## src/rtl/det_share_ctrl.sv

```systemverilog
`default_nettype none
// det_share_ctrl: time-shares one external 11011 Mealy detector among four serial requesters,
// with per-requester saturating hit counters. Define DET_SHARE_PRIO_EN to give requester 0 fixed priority.
module det_share_ctrl #(
  parameter int BURST_LEN = 16,
  parameter int CNT_W     = 4
) (
  input  logic             clk,
  input  logic             rst,
  input  logic [3:0]       req,
  input  logic [3:0]       din,
  output logic [3:0]       gnt,
  output logic             det_clr,
  output logic             det_vld,
  output logic             det_bit,
  input  logic             det_hit,
  output logic             done,
  input  logic [1:0]       cnt_sel,
  input  logic             cnt_clr,
  output logic [CNT_W-1:0] hit_cnt
);

  typedef enum logic [1:0] {IDLE, CLEAR, STREAM, DONE} state_t;

  localparam logic [7:0]       LAST_BIT = 8'(BURST_LEN - 1);
  localparam logic [CNT_W-1:0] CNT_MAX  = '1;
  localparam logic [CNT_W-1:0] CNT_ONE  = 1;

  state_t           state, state_nxt;
  logic [1:0]       g, g_nxt;
  logic [1:0]       last;
  logic [7:0]       bit_cnt, bit_cnt_nxt;
  logic [3:0]       gnt_nxt;
  logic [CNT_W-1:0] cnt [4];
  logic [3:0]       arb_req;
  logic [1:0]       winner;
  logic [1:0]       idx;
  logic             found;

`ifdef DET_SHARE_PRIO_EN
  assign arb_req = {req[3:1], 1'b0};
`else
  assign arb_req = req;
`endif

  // Round-robin search upward from last+1; i=4 wraps back to last itself.
  always_comb begin
    winner = last;
    found  = 1'b0;
    idx    = '0;
    for (int i = 1; i <= 4; i++) begin
      idx = last + 2'(i);
      if (!found && arb_req[idx]) begin
        winner = idx;
        found  = 1'b1;
      end
    end
`ifdef DET_SHARE_PRIO_EN
    if (req[0]) winner = 2'd0;
`endif
  end

  always_comb begin
    state_nxt   = state;
    g_nxt       = g;
    gnt_nxt     = gnt;
    bit_cnt_nxt = bit_cnt;
    det_clr     = 1'b0;
    det_vld     = 1'b0;
    det_bit     = 1'b0;
    done        = 1'b0;
    case (state)
      IDLE: begin
        if (|req) begin
          g_nxt     = winner;
          gnt_nxt   = 4'b0001 << winner;
          state_nxt = CLEAR;
        end
      end
      CLEAR: begin
        det_clr     = 1'b1;
        bit_cnt_nxt = '0;
        state_nxt   = STREAM;
      end
      STREAM: begin
        det_vld = req[g];
        det_bit = din[g];
        if (!req[g]) begin
          state_nxt = DONE;
        end else begin
          bit_cnt_nxt = bit_cnt + 8'd1;
          if (bit_cnt == LAST_BIT) state_nxt = DONE;
        end
      end
      DONE: begin
        done      = 1'b1;
        gnt_nxt   = '0;
        state_nxt = IDLE;
      end
      default: state_nxt = IDLE;
    endcase
  end

  always_ff @(posedge clk or posedge rst) begin
    if (rst) begin
      state   <= IDLE;
      g       <= '0;
      gnt     <= '0;
      bit_cnt <= '0;
      last    <= 2'd3;
    end else begin
      state   <= state_nxt;
      g       <= g_nxt;
      gnt     <= gnt_nxt;
      bit_cnt <= bit_cnt_nxt;
      if (state == DONE) last <= g;
    end
  end

  // Clear beats a coincident hit; hits outside a valid bit are ignored.
  always_ff @(posedge clk or posedge rst) begin
    if (rst) begin
      for (int i = 0; i < 4; i++) cnt[i] <= '0;
    end else if (cnt_clr) begin
      for (int i = 0; i < 4; i++) cnt[i] <= '0;
    end else if (det_vld && det_hit && (cnt[g] != CNT_MAX)) begin
      cnt[g] <= cnt[g] + CNT_ONE;
    end
  end

  assign hit_cnt = cnt[cnt_sel];

endmodule
`default_nettype wire

```

## config.mk

```make
export PLATFORM = sky130hd
export DESIGN_NAME = det_share_ctrl
export DESIGN_NICKNAME = d
export VERILOG_FILES = /design/src/rtl/det_share_ctrl.sv
export SDC_FILE = /design/constraint.sdc
export NUM_CORES = 1
export LEC_CHECK = 0
export CAP_MARGIN = 20
export CORE_AREA = 2 2 74 76
export DETAILED_ROUTE_END_ITERATION = 16
export DIE_AREA = 0 0 76 78
export GPL_TIMING_DRIVEN = 0
export PLACE_DENSITY = 0.67
export SETUP_SLACK_MARGIN = 0.4
export SYNTH_ARGS = -nofsm -noshare
export SYNTH_HDL_FRONTEND = slang
export SYNTH_SLANG_ARGS = --single-unit
```

## constraint.sdc

```tcl
create_clock -name clk -period 2.6 [get_ports clk]
set_clock_uncertainty 0.1 [all_clocks]
set_input_delay 0.52 -clock clk [delete_from_list [all_inputs] [get_ports clk]]
set_output_delay 0.52 -clock clk [all_outputs]
set_load 0.1 [all_outputs]
```

==> impl_metrics.sql <==
INSERT INTO impl_metrics (metric_group, metric, value, unit) VALUES
('sta', 'timing.final.crit_share', '98.0', '%'),
('worst_hold_path', 'hold_path_depth', '1', ''),
('floorplanning', 'floorplan.die_area', '5930', 'µm²'),
('floorplanning', 'placement_rows', '26', ''),
('grt', 'globalRouteTotalUtil', '15.8', '%'),
('routing', 'ant_nets', '0', ''),
('clocking', 'tritoncts', 'built', ''),
('routing', 'detailedRoute.firstIterationViolations', '83', ''),
('sta', 'timing.max_slew.rel_slack', '36.4', '%'),
('synthesis', 'ys_async_sr_fraction', '100', '%'),
('placement', 'globalplace.congestion', '0.759', ''),
('flow_run', 'timing.max_cap.violations', '0', ''),
('synthesis', 'yosysTopAreaCellShare', '39.0', '%'),
('sta', 'timing_worst_slew_pin_value', '0.958', 'ns'),
('clocking', 'ctsLongestPathBuffers', '2', ''),
('setup_path', 'critPathKind', 'reg2reg', ''),
('synthesis', 'synth_cells', '181', ''),
('sta', 'timing_hold_violations_final', '0', ''),
('setup_path', 'worstSetupEndpointType', 'flip-flop', ''),
('sta', 'drv_slew', '0', ''),
('floorplanning', 'die_height', '78', 'µm'),
('power', 'power_leakage', '0.00118', 'µW'),
('routing', 'wire_length_per_cell', '14.7', 'µm'),
('grt', 'grt_pass1_wl', '7.44', 'mm'),
('setup_path', 'critical_path_arrival', '2.60', 'ns'),
('placement', 'port-buffer-count', '24', ''),
('setup_path', 'reg2reg_to', 'cnt[1]', ''),
('clocking', 'cts_htree_levels', '2', ''),
('final_layout', 'insertedDiodeCount', '0', ''),
('worst_hold_path', 'hp-start', 'gnt[3]', ''),
('grt', 'pin_count_of_the_biggest_net_entering_global_routing', '19', ''),
('setup_path', 'regToRegStartpoint', 'g[1]', ''),
('grt', 'antenna_violations_before_repair', '0', ''),
('power', 'powerDensity', '926', 'nW/µm²'),
('sta', 'final.min_clock_period', '2.55', 'ns'),
('floorplanning', 'core_area', '5040', 'µm²'),
('power', 'seq_power_share', '27.4', '%'),
('synthesis', 'synth_edf_count', '0', ''),
('clocking', 'root_buffer', 'sky130_fd_sc_hd__clkbuf_8', ''),
('floorplanning', 'fp.dieW', '76', 'µm'),
('routing', 'detailroute.via_count', '1552', ''),
('routing', 'drtPass1Iterations', '4', ''),
('grt', 'grt_pass1_vias', '1522', ''),
('sta', 'final-setup-viol-count', '0', ''),
('setup_path', 'r2r.worst_path.cells', '9', ''),
('clocking', 'cts.reportedPaths.clkPinSlew', '0.06', 'ns'),
('outcome', 'run_status', 'completed', ''),
('placement', 'place_inst', '276', ''),
('final_layout', 'final_core_utilization', '55.2', '%'),
('sta', 'grt_setup_unrepaired', 'true', ''),
('clocking', 'clkSinkCount', '34', ''),
('power', 'ir_drop', '0.588', 'mV'),
('synthesis', 'yosys.area.top_type', 'sky130_fd_sc_hd__dfrtp_1', ''),
('setup_path', 'timing.critical_path.from_type', 'flip-flop', ''),
('final_layout', 'nNetsFinal', '254', ''),
('synthesis', 'yosysSeqAreaShare', '41.6', '%'),
('clocking', 'cts_inserted_buffers', '5', ''),
('synthesis', 'synthesis.yosys.warnings', '0', ''),
('final_layout', 'final_cell_area', '2780', 'µm²'),
('final_layout', 'final_cell_count_no_fill', '303', ''),
('setup_path', 'critPathRequiredTime', '2.65', 'ns'),
('synthesis', 'post_synth_instance_area', '2050', 'µm²'),
('power', 'comb_power_share', '58.5', '%'),
('power', 'power.internal', '1420', 'µW'),
('worst_hold_path', 'hold_crit_endpoint', 'gnt[3]', ''),
('clocking', 'worst_skew_pair.late_latency', '0.28', 'ns'),
('worst_hold_path', 'holdCritPathClass', 'reg2reg', ''),
('synthesis', 'synthesis.area_per_instance', '11.3', 'µm²'),
('synthesis', 'synth_area_leaders', 'sky130_fd_sc_hd__dfrtp_1, sky130_fd_sc_hd__mux4_2, sky130_fd_sc_hd__a2111oi_4', ''),
('synthesis', 'synthesis.nets', '202', ''),
('setup_path', 'timing.critical_path.fanout_max', '5', '');
-- layout make-up --
class	count	area, µm²
timing repair buffer	45	464
tap	70	87.6
clock buffer	7	76.3
sequential	34	853
inverter	7	30.0
buffer	7	48.8
multi-input combinational	133	1220
fill	434	2260
-- state kept, by name (all words and copies together), names as in the netlist --
name,count
state,2
last,2
bit_cnt,8
g,2
gnt,4
cnt,16
-- power groups by stage --
stage | combinational, µW | clock, µW | sequential, µW
6_report | 1510 | 362 | 706
5_1_grt | 1610 | 401 | 720
4_1_cts | 1400 | 379 | 705
3_5_place_dp | 1250 | 0 | 726
3_3_place_gp | 1230 | 0 | 719
2_1_floorplan | 883 | 0 | 827
-- worst max-delay path, cell delays in order (launching register included) --
cell and delay (ns):
sky130_fd_sc_hd__dfrtp_1 0.37, sky130_fd_sc_hd__buf_6 0.12, sky130_fd_sc_hd__mux4_2 0.55, sky130_fd_sc_hd__ha_4 0.19, sky130_fd_sc_hd__or2b_1 0.18, sky130_fd_sc_hd__o22ai_4 0.13
sky130_fd_sc_hd__a2111oi_4 0.34, sky130_fd_sc_hd__buf_6 0.19, sky130_fd_sc_hd__mux2i_1 0.19, sky130_fd_sc_hd__nor2_1 0.06
-- worst max-delay path by stage --
stage,cells after the start,from,end
finish,9,g[1],cnt[1]
global route,9,g[1],cnt[10]
detailed placement,6,req[3],det_vld
CTS,9,g[0],cnt[1]
floorplan,8,g[0],cnt[10]
global placement,6,req[3],det_vld
-- kinds of logic (layout without fill, tap and decap cells) --
| logic type | Yosys count | after routing | synth area share (%) |
|---|---|---|---|
| buffers and inverters | 14 | 66 | 3.17 |
| flip-flops | 34 | 34 | 41.6 |
| XOR/XNOR | 11 | 11 | 4.70 |
| AO/OA/AOI/OAI | 30 | 30 | 14.6 |
| multiplexers | 23 | 23 | 17.0 |
| adder cells (fa/ha/maj) | 7 | 7 | 4.27 |
| AND/OR/NAND/NOR | 62 | 62 | 14.6 |
-- Yosys cell counts (all sizes together), types with 5 or more instances --
cell type,instances
o21ai,9
nor2,24
xnor2,6
xor2,5
a211oi,5
inv,7
mux2i,12
nand2,12
ha,7
dfrtp,32
mux4,8
-- layout by cell type (no fill, tap or decap), types with 6 or more instances in the layout --
| cell | instances |
|---|---|
| sky130_fd_sc_hd__dfrtp_1 | 32 |
| sky130_fd_sc_hd__nor2_1 | 22 |
| sky130_fd_sc_hd__buf_4 | 15 |
| sky130_fd_sc_hd__nand2_1 | 12 |
| sky130_fd_sc_hd__buf_6 | 11 |
| sky130_fd_sc_hd__mux2i_1 | 10 |
| sky130_fd_sc_hd__mux4_2 | 8 |
| sky130_fd_sc_hd__o21ai_0 | 6 |
| sky130_fd_sc_hd__dlygate4sd2_1 | 6 |
-- through the flow --
step | worst slack (ns) | power, µW | TNS, ns | hold slack, ns
floorplan | 0.0912 | 1710 | 0 | 0.386
global placement | -1.04 | 1950 | -6.52 | 0.362
detailed placement | -1.06 | 1970 | -6.70 | 0.372
CTS | 0.0388 | 2490 | 0 | 0.382
global route | -0.0392 | 2740 | -0.197 | 0.420
finish | 0.0513 | 2580 | 0 | 0.375
-- per-layer routing --
metal  vias to the layer above  wire [µm]  share of wire [%]  GRT usage, %
met4                         0         75                1.7          5.64
met5                         -          0                  0             0
met2                        25       2180                 49          25.3
met1                       758       2080                 46          20.9
li1                        761          -                  -             -
met3                         8        131                2.9          4.07
-- what timing repair did --
item	4_1_cts	5_1_grt
endpoints found under the setup margin	33	30
hold buffers	0	0
pin swaps	11	11
setup buffers	15	5
resized for setup	67	22
Note: power is estimated with default switching activity, not from simulation.
